<file path="config.mk">
export PLATFORM = sky130hd
export DESIGN_NAME = muldiv_sequencer
export DESIGN_NICKNAME = d
export VERILOG_FILES = /design/src/rtl/muldiv_sequencer.sv
export SDC_FILE = /design/constraint.sdc
export NUM_CORES = 1
export LEC_CHECK = 0
export CELL_PAD_IN_SITES_DETAIL_PLACEMENT = 1
export CELL_PAD_IN_SITES_GLOBAL_PLACEMENT = 1
export CORE_MARGIN = 1
export CORE_UTILIZATION = 48
export CTS_BUF_LIST = sky130_fd_sc_hd__clkbuf_8
export CTS_CLUSTER_DIAMETER = 60
export CTS_CLUSTER_SIZE = 10
export DETAILED_ROUTE_END_ITERATION = 10
export GPL_TIMING_DRIVEN = 0
export PLACE_DENSITY = 0.86
export SLEW_MARGIN = 20
export SYNTH_ARGS = -nofsm -noshare
export SYNTH_HDL_FRONTEND = slang
export SYNTH_SLANG_ARGS = --single-unit
</file>
<file path="constraint.sdc">
create_clock -name clk -period 7.2 [get_ports clk]
set_input_delay 0.72 -clock clk [delete_from_list [all_inputs] [get_ports clk]]
set_output_delay 0.72 -clock clk [all_outputs]
set_load 0.005 [all_outputs]
</file>
<file path="src/rtl/muldiv_sequencer.sv">
// rtl/muldiv_sequencer.sv - signed MULT/DIV sequencer writing HI/LO for the multicycle MIPS core
// Optional MULDIV_EARLY_TERM_EN: zero-operand operations skip the iteration phase.
module muldiv_sequencer #(
  parameter int W     = 32,
  parameter int CNT_W = 6
) (
  input  logic         clk,
  input  logic         reset,
  input  logic         start,
  input  logic         op,
  input  logic [W-1:0] a,
  input  logic [W-1:0] b,
  output logic         busy,
  output logic         done,
  output logic         div0,
  output logic [W-1:0] hi,
  output logic [W-1:0] lo
);

  typedef enum logic [1:0] {IDLE, RUN, FIN} state_t;

  state_t           state;
  logic [W:0]       rem_r;
  logic [W-1:0]     quo_r;
  logic [W:0]       opr;
  logic             sign_a, sign_b, op_r;
  logic [CNT_W-1:0] count;

  logic [W:0]       mag_a, mag_b;
  logic [W+1:0]     mul_sum;
  logic [W:0]       div_sh, div_diff;
  logic             div_ge;
  logic [2*W-1:0]   prod_mag, prod_s;
  logic [W-1:0]     quo_s, rem_s;
  logic             early;

  // Magnitudes carry one extra bit so |-2^(W-1)| is representable.
  assign mag_a = a[W-1] ? -{a[W-1], a} : {1'b0, a};
  assign mag_b = b[W-1] ? -{b[W-1], b} : {1'b0, b};

  // rem_r is the product's upper half for MULT and the partial remainder for DIV.
  assign mul_sum  = {1'b0, rem_r} + (quo_r[0] ? {1'b0, opr} : '0);
  assign div_sh   = {rem_r[W-1:0], quo_r[W-1]};
  assign div_ge   = (div_sh >= opr);
  assign div_diff = div_sh - opr;

  assign prod_mag = {rem_r[W-1:0], quo_r};
  assign prod_s   = (sign_a ^ sign_b) ? -prod_mag : prod_mag;
  assign quo_s    = (sign_a ^ sign_b) ? -quo_r : quo_r;
  assign rem_s    = sign_a ? -rem_r[W-1:0] : rem_r[W-1:0];

`ifdef MULDIV_EARLY_TERM_EN
  assign early = op ? (a == '0) : ((a == '0) || (b == '0));
`else
  assign early = 1'b0;
`endif

  always_ff @(posedge clk) begin
    if (reset) begin
      state  <= IDLE;
      rem_r  <= '0;
      quo_r  <= '0;
      opr    <= '0;
      sign_a <= 1'b0;
      sign_b <= 1'b0;
      op_r   <= 1'b0;
      count  <= '0;
      busy   <= 1'b0;
      done   <= 1'b0;
      div0   <= 1'b0;
      hi     <= '0;
      lo     <= '0;
    end else begin
      done <= 1'b0;
      div0 <= 1'b0;
      case (state)
        IDLE: begin
          if (start) begin
            if (op && (b == '0)) begin
              div0 <= 1'b1;
            end else begin
              sign_a <= a[W-1];
              sign_b <= b[W-1];
              op_r   <= op;
              count  <= '0;
              rem_r  <= '0;
              opr    <= op ? mag_b : mag_a;
              quo_r  <= early ? '0 : (op ? mag_a[W-1:0] : mag_b[W-1:0]);
              busy   <= 1'b1;
              state  <= early ? FIN : RUN;
            end
          end
        end
        RUN: begin
          if (op_r) begin
            rem_r <= div_ge ? div_diff : div_sh;
            quo_r <= {quo_r[W-2:0], div_ge};
          end else begin
            rem_r <= mul_sum[W+1:1];
            quo_r <= {mul_sum[0], quo_r[W-1:1]};
          end
          count <= count + 1'b1;
          if (count == CNT_W'(W - 1)) state <= FIN;
        end
        FIN: begin
          if (op_r) begin
            hi <= rem_s;
            lo <= quo_s;
          end else begin
            hi <= prod_s[2*W-1:W];
            lo <= prod_s[W-1:0];
          end
          done  <= 1'b1;
          busy  <= 1'b0;
          state <= IDLE;
        end
        default: state <= IDLE;
      endcase
    end
  end

endmodule

</file>
### Word-level counts from Yosys, hierarchy flattened

Index checks and enable logic that the tools add are counted.
Widths: inputs -> output; s select.

* bits of input ports: 68
* memories kept: 0
* bits in writable memories: 0
* output and inout port bits: 67
* bits in latches: 0
* register bits after elaboration: 176
* memory bits (read-only): 0
* logic and storage cells: 73

* multiplexer cells: 31
* bitwise operators: 4
* $lt $le $gt $ge: 1
* shift operators: 0
* reductions and logical operators: 10
* equality and inequality tests: 6
* $add $sub $neg: 8
* multiply operators: 0
* divide/modulo/power cells: 0

Operator list (number)
* $mux 33: 8
* $mux 32: 8
* $neg 33->33: 2
* $pmux 33 s2: 1
* $mux 64: 1
* $neg 32->32: 2
* $neg 64->64: 1
* $pmux 32 s2: 1
* $add 33x33->34: 1
* $ge 33x33->1: 1
* $sub 33x33->33: 1
* $logic_not 32->1: 1
* $mux 6: 2
* $pmux 6 s2: 1
* $reduce_and 3->1: 4
* $add 6x1->6 const B: 1
* $eq 6x5->1 const B: 1
* $mux 2: 3
* $ne 2x2->1 const B: 3
* $mux 1: 4
* $pmux 2 s2: 1
* $reduce_bool 2->1: 2
* $not 1->1: 3
* $reduce_or 3->1: 1
* 6 further kinds: 6

### Logic depth before layout (Yosys ltp)

Gate-level depths: netlist of run 1.

* depth in word-level cells: 6
* depth in mapped cells: 14
* mapped depth without buffers: 13

### Worst setup path after synthesis of run 1

OpenSTA, ideal clock, no wires.

* path type: reg2reg
* start point: register quo_r[0]
* end point: register rem_r[32]
* period minus slack after synthesis: 3.210 ns
* arrival: 3.094 ns
* stages on the path, launching flop included: 13
* setup time: 0.117 ns
* setup slack: 3.990 ns
* data required time: 7.083 ns
* cells stage by stage: dfxtp_1 -> inv_1 -> clkbuf_1 -> nor2_1 -> ha_1 -> a2111oi_0 -> a211oi_1 -> o311a_1 -> o21ai_0 -> a21oi_1 -> o31a_1 -> o211a_1 -> o22a_1

* longest elaborated chain between the ends: 4

RTL lines
* from (decl): RTL line 24 `logic [W-1:0] quo_r;`
* from (signal assigned): RTL line 88 `quo_r <= early ? '0 : (op ? mag_a[W-1:0] : mag_b[W-1:0]);`
* from (signal assigned): RTL line 97 `quo_r <= {quo_r[W-2:0], div_ge};`
* from (signal assigned): RTL line 100 `quo_r <= {mul_sum[0], quo_r[W-1:1]};`
* $mux 33: RTL line 42 `assign mul_sum = {1'b0, rem_r} + (quo_r[0] ? {1'b0, opr} : '0);`
* $add 33x33->34: RTL line 42
* $mux 33: RTL line 95 `if (op_r) begin`
* $pmux 33 s2: RTL line 76 `case (state)`
* to (signal assigned): RTL line 96 `rem_r <= div_ge ? div_diff : div_sh;`
* to (signal assigned): RTL line 99 `rem_r <= mul_sum[W+1:1];`
* to (decl): RTL line 23 `logic [W:0] rem_r;`

Every way passes these cells.
A chain may end at the register's enable or synchronous reset.

### Final worst setup path of run 1

* start point: register quo_r[0]
* end point: register rem_r[28]

Same word-level chain as after synthesis.

==> flow_summary.yaml, run 1 <==
drt:
  num_vias: 16390
  wl_per_cell_um: 24.24
  routed_via_density: 6.472
  first_iter_violations: 1521
  ant_nets: 0
  postRouteWirelength_um: 61380
  drtPass1Iterations: 5
  drc: 0
pwr:
  irDropWorstVdd_mv: 0.1112
  power-per-cell-area_nw_per_um2: 167.8
  power.total_w: 0.002824
  p_switching_w: 0.001169
  comb_power_share: 0.356
  cellLeakagePower_nw: 6.562
  p_clk_frac: 0.266
  internal-power_w: 0.001655
  seqPwrFrac: 0.378
  p_sw_frac: 0.4140
synth:
  async_reset_ff_frac: 0
  synth.most_common_cell: "nor2_1"
  yosysSeqAreaShare: 0.2412
  synth-simple-area-share: 0.2062
  synth_area_sq_um: 14610
  syn-num-nets: 2117
  synth_top_area_share: 0.2412
  synth.yosys.warnings: 0
  synth_top_family_by_area: "compound AO/OA/AOI/OAI gates"
  synth_fa_ha_area_frac: 0.06355
  netlist_top_cells_count: "227 x nor2_1, 176 x dfxtp_1, 174 x a21oi_1"
  syn-mean-instance-area_sq_um: 7.393
  synth_cell_types: 79
  synth_mux_area_frac: 0.03966
  synth_xor_area_frac: 0.1007
  syn_inst: 1976
  synth_flop_cell: "dfxtp_1"
  synth_area_leaders: "dfxtp_1 24%, ha_1 6.1%, a21oi_1 6.0%, nor2_1 5.8%, xnor2_1 5.2%"
  synth_compound_area_frac: 0.2923
  yosys_register_bits: 176
  yosys.area.top_type: "dfxtp_1"
  synth_edf_count: 0
sta:
  rsz0062_at_grt: "false"
  hold_violations: 0
  setup_tns_ns: 0
  max_freq_mhz: 219.8
  finalMaxSlewViolations: 0
  finalSetupViolations: 0
  relSlewSlack: 0.2890
  fin_ws_ns: 2.650
  fin_crit_sh: 0.6320
  layout_min_cycle_time_ns: 4.550
  fin_skew_ns: 0.02573
  tightestPinTransition_ns: 1.063
global_route:
  grt_first_pass_wirelength_um: 93590
  grt_pass1_vias: 16310
  grt_max_degree: 19
  grt_util_all_layers: 0.3921
  grt_antenna_before_repair: 0
  overflow: 0
floorplanning:
  die_height_um: 176.5
  fp.coreArea_sq_um: 29800
  start_util: 0.4903
  die-area_sq_um: 31130
  die_x_um: 176.5
  rows: 63
  ios: 135
cts:
  cts-resized-gates: 0
  cts_buffers: 17
  clockRootBuffer: "clkbuf_8"
  post-cts-setup-buffers: 0
  cts_buffer_depth: 2
  cts_hold_buf: 0
  cts_tree: "yes"
  insertion_delay_ns: 0.52
  h-tree-depth: 4
  path_clk_slew_ns: 0.11
  cts.sinks: 176
worst_setup_path:
  rrSetupSlack_ns: 2.65
  endpoint_kind: "register"
  crit_type: "register to register"
  crit_path_max_fanout: 10
  worstPathArrival_ns: 4.95
  required_ns: 7.60
  worstRegToRegCells: 12
  startpoint_type: "register"
placement:
  port_buffers: 132
  dpl.hpwl_um: 49120
  dpl_worst_slack_ns: 2.807
  gp_congestion: 0.9530
  placed_area_sq_um: 16430
final_layout:
  post-route-util: 0.5649
  stdcell_area_sq_um: 16830
  finalNetCount: 2269
  areaGrowthSynthToFinish_pct: 15.22
  fillerInstances: 3873
  drive_above_1_share: 0.04531
hold_path:
  hold_path.class: "register to register"
  hold_depth: 2
flow_run:
  maxCapViolCount: 0
outcome:
  run_status: "completed"
## cells in the final DEF (no fill, tap or decap), types with 17 or more instances in the layout
cell type | synthesis | routed
a211oi_1 | 90 | 90
o211ai_1 | 30 | 30
mux2i_1 | 50 | 50
clkbuf_8 | 0 | 17
nor2_1 | 227 | 227
o31ai_1 | 22 | 22
or3_1 | 23 | 23
xor2_1 | 81 | 81
nand3_1 | 27 | 27
o21ai_0 | 146 | 146
ha_1 | 71 | 71
nor4_1 | 20 | 20
a21o_1 | 37 | 37
a21oi_1 | 174 | 174
clkdlybuf4s50_1 | 0 | 132
dfxtp_1 | 176 | 176
clkbuf_1 | 107 | 107
nor3_1 | 50 | 49
nand2b_1 | 21 | 21
o41ai_1 | 17 | 17
nand2_1 | 171 | 171
xnor2_1 | 87 | 87
inv_1 | 68 | 69
## through the flow
stage               hold WS (ns)  cells
floorplan                 0.4319   1976
global placement          0.4418   2498
detailed placement        0.4507   2499
CTS                       0.4656   2531
global route              0.4762   2531
finish                    0.4651   2532
## worst max-delay path, cell delays in order (launching register included)
cell	delay (ns)
dfxtp_1	0.44
inv_1	0.37
clkbuf_1	0.44
nor2_1	0.10
ha_1	0.37
a2111oi_0	0.81
a21oi_1	0.24
o2111ai_1	0.35
a21oi_1	0.21
o41ai_1	0.44
xnor2_1	0.19
o22ai_1	0.11
o41ai_1	0.34
## final cells by class
cell class	instances	area (sq um)	area share
Multi-Input combinational cell	1594	10270	0.6099
Tap cell	390	488.0	0.02899
Inverter	70	262.8	0.01561
Buffer	136	560.5	0.03330
Clock inverter	15	165.2	0.009813
Sequential cell	176	3523	0.2093
Timing Repair Buffer	133	1329	0.07895
Clock buffer	17	234.0	0.01390
Antenna cell	1	2.502	0.0001487
## final timing paths
path	endpoint	from
worst max-delay path	rem_r[28]	quo_r[0]
worst min-delay path	opr[17]	opr[17]
worst max register to register	rem_r[28]	quo_r[0]
worst min register to register	opr[17]	opr[17]
## per-layer routing
metal | global-route usage | share of wire | vias up
li1 | - | - | 7482
met1 | 0.5096 | 0.43 | 8065
met2 | 0.6403 | 0.46 | 709
met3 | 0.07644 | 0.081 | 131
met4 | 0.1455 | 0.031 | 0
met5 | 0 | 0 | -
## sequential cells by signal, indices dropped and copies added, names as in the netlist, 2 cells and up
name and count:
lo 32, opr 33, count 6, quo_r 32
state 2, hi 32, rem_r 33
## power groups by stage
| stage | Sequential [W] | Clock [W] | Combinational, W |
|---|---|---|---|
| floorplan | 0.00106 | 0 | 0.000644 |
| global placement | 0.00108 | 0 | 0.000938 |
| detailed placement | 0.00109 | 0 | 0.000968 |
| CTS | 0.00106 | 0.000749 | 0.000974 |
| global route | 0.00107 | 0.000786 | 0.00107 |
| finish | 0.00107 | 0.000751 | 0.00101 |
## kinds of logic (layout without fill, tap and decap cells)
group	Yosys count	count (layout)
xor gates and xnor gates	168	168
muxes	57	57
buffers and inverters	206	371
and+or+nand+nor	641	641
other	0	1
DFF	176	176
AOI/OAI and AO/OA	655	655
adders and majority gates	73	73
Note: power is estimated with default switching activity, not from simulation.
==> run 2: changes to the inputs <==
--- a/config.mk
+++ b/config.mk
@@ -8,13 +8,13 @@
 export CELL_PAD_IN_SITES_DETAIL_PLACEMENT = 1
 export CELL_PAD_IN_SITES_GLOBAL_PLACEMENT = 1
 export CORE_MARGIN = 1
-export CORE_UTILIZATION = 48
+export CORE_UTILIZATION = 44
 export CTS_BUF_LIST = sky130_fd_sc_hd__clkbuf_8
 export CTS_CLUSTER_DIAMETER = 60
 export CTS_CLUSTER_SIZE = 10
 export DETAILED_ROUTE_END_ITERATION = 10
 export GPL_TIMING_DRIVEN = 0
-export PLACE_DENSITY = 0.86
+export PLACE_DENSITY = 0.8
 export SLEW_MARGIN = 20
 export SYNTH_ARGS = -nofsm -noshare
 export SYNTH_HDL_FRONTEND = slang
==> constraint.sdc (replaced) <==
create_clock -name clk -period 4.45 [get_ports clk]
set_input_delay 0.445 -clock clk [delete_from_list [all_inputs] [get_ports clk]]
set_output_delay 0.445 -clock clk [all_outputs]
set_load 0.005 [all_outputs]
==> flow_summary.yaml, run 2 (synthesis results as in run 1) <==
final_layout:
  diodes: 0
  drive_above_1_share: 0.04811
  stdcell_area_sq_um: 16920
  finalNetCount: 2269
  mostFrequentLayoutCells: "227 x nor2_1, 176 x dfxtp_1, 174 x a21oi_1, 171 x nand2_1, 146 x o21ai_0"
  final_common_cell: "nor2_1"
  areaGrowthSynthToFinish_pct: 15.80
  post-route-util: 0.5186
  reg_top3: "opr (33), rem_r (33)"
  fillerInstances: 4190
sta:
  finalSetupViolations: 0
  fin_skew_ns: 0.02586
  hold_violations: 0
  tightestPinTransition_ns: 1.104
  fin_crit_sh: 0.9735
  max_freq_mhz: 230.8
  relSlewSlack: 0.2572
  finalMaxSlewViolations: 0
  layout_min_cycle_time_ns: 4.332
  rsz0062_at_grt: "false"
  fin_hold_ws_ns: 0.4595
  setup_tns_ns: 0
floorplanning:
  die_height_um: 184.2
  start_util: 0.4478
  ios: 135
  die-area_sq_um: 33930
  rows: 66
  die_x_um: 184.2
  fp.coreArea_sq_um: 32620
hold_path:
  hold_path.class: "register to register"
  hold_end: "hi[1]"
  hold_depth: 2
  min_from: "hi[1]"
placement:
  port_buffers: 132
  placed_area_sq_um: 16490
  gp_congestion: 0.9764
  dpl.hpwl_um: 48690
pwr:
  irDropWorstVdd_mv: 0.2118
  cellLeakagePower_nw: 6.567
  power-per-cell-area_nw_per_um2: 266.4
worst_setup_path:
  slowest_delay_ns: 0.68
  r2r-start: "rem_r[26]"
  worstPathArrival_ns: 4.69
  r2r_end: "rem_r[0]"
  cp_num_buf_inv: 2
  rrSetupSlack_ns: 0.12
  path_cells: "ha_1, buf_2, and4_1, nand2_1, or4_1, o31ai_1, nor3_1, o211ai_1, nand2_2, clkbuf_1, a21oi_1, o221ai_1"
  required_ns: 4.81
  crit_path_max_fanout: 10
  crit_type: "register to register"
  crit_path_top_delay_cell: "dfxtp_1"
  path_delay_family: "compound AO/OA/AOI/OAI gates"
  endpoint_kind: "register"
  worstRegToRegCells: 12
  startpoint_type: "register"
  crit_cells: 12
cts:
  path_clk_slew_ns: 0.10
  cts.sinks: 176
  cts_hold_buf: 0
  clockRootBuffer: "clkbuf_8"
  cts_tree: "yes"
  h-tree-depth: 4
  cts_buffers: 17
  insertion_delay_ns: 0.52
  cts-resized-gates: 0
  cts_buffer_depth: 2
  post-cts-setup-buffers: 0
drt:
  drtPass1Iterations: 5
  ant_nets: 0
  drc: 0
  num_vias: 16200
  routed_via_density: 6.273
  wl_per_cell_um: 23.47
  first_iter_violations: 1394
  postRouteWirelength_um: 60630
global_route:
  met3_usage: 0.05295
  grt_util_met2: 0.5755
  overflow: 0
  grt_max_degree: 20
  grt-busiest-layer: "met2"
  grt_pass1_vias: 15980
  grt_util_met1: 0.4882
  grt_first_pass_wirelength_um: 93290
  grt_antenna_before_repair: 1
  grt_util_all_layers: 0.3584
outcome:
  run_status: "completed"
flow_run:
  maxCapViolCount: 0
==> run 2: worst max path at each step <==
stage	from	to	slack, ns
after floorplan	quo_r[0]	rem_r[32]	1.24
after global placement	quo_r[0]	rem_r[28]	0.13
after detailed placement	quo_r[0]	rem_r[28]	0.09
after CTS	quo_r[0]	rem_r[28]	0.04
after global routing	rem_r[26]	rem_r[0]	0.03
final	rem_r[26]	rem_r[0]	0.12
==> run 2: cell type report <==
| type | count | area (sq um) | share of cell area |
|---|---|---|---|
| Multi-Input combinational cell | 1594 | 10280 | 0.6079 |
| Clock inverter | 15 | 167.7 | 0.009911 |
| Tap cell | 442 | 553.0 | 0.03269 |
| Inverter | 70 | 262.8 | 0.01553 |
| Timing Repair Buffer | 133 | 1329 | 0.07855 |
| Clock buffer | 17 | 234.0 | 0.01383 |
| Buffer | 136 | 563.0 | 0.03328 |
| Sequential cell | 176 | 3523 | 0.2083 |
==> run 2: power breakdown <==
part	switching, W	internal, W
clock	0.000744	0.000425
combinational	0.00104	0.000568
sequential	0.0000875	0.00164
==> run 2: per-stage QoR <==
stage,cells,setup WS [ns],power [W]
floorplan,1976,1.240,0.002763
global placement,2550,0.1303,0.003273
detailed placement,2551,0.08697,0.003312
CTS,2583,0.03644,0.004472
global route,2583,0.02711,0.004705
finish,2583,0.1179,0.004507
==> run 2: routing by layer <==
metal  share of wire  vias to the layer above
li1                -                     7472
met2            0.45                      624
met4           0.026                        2
met1            0.45                     7997
met5         0.00021                        -
met3           0.066                      107
==> run 2: worst min-delay path, cell delays in order (launching register included) <==
cell	delay, ns
dfxtp_1	0.32
nand2_1	0.05
a21oi_1	0.05
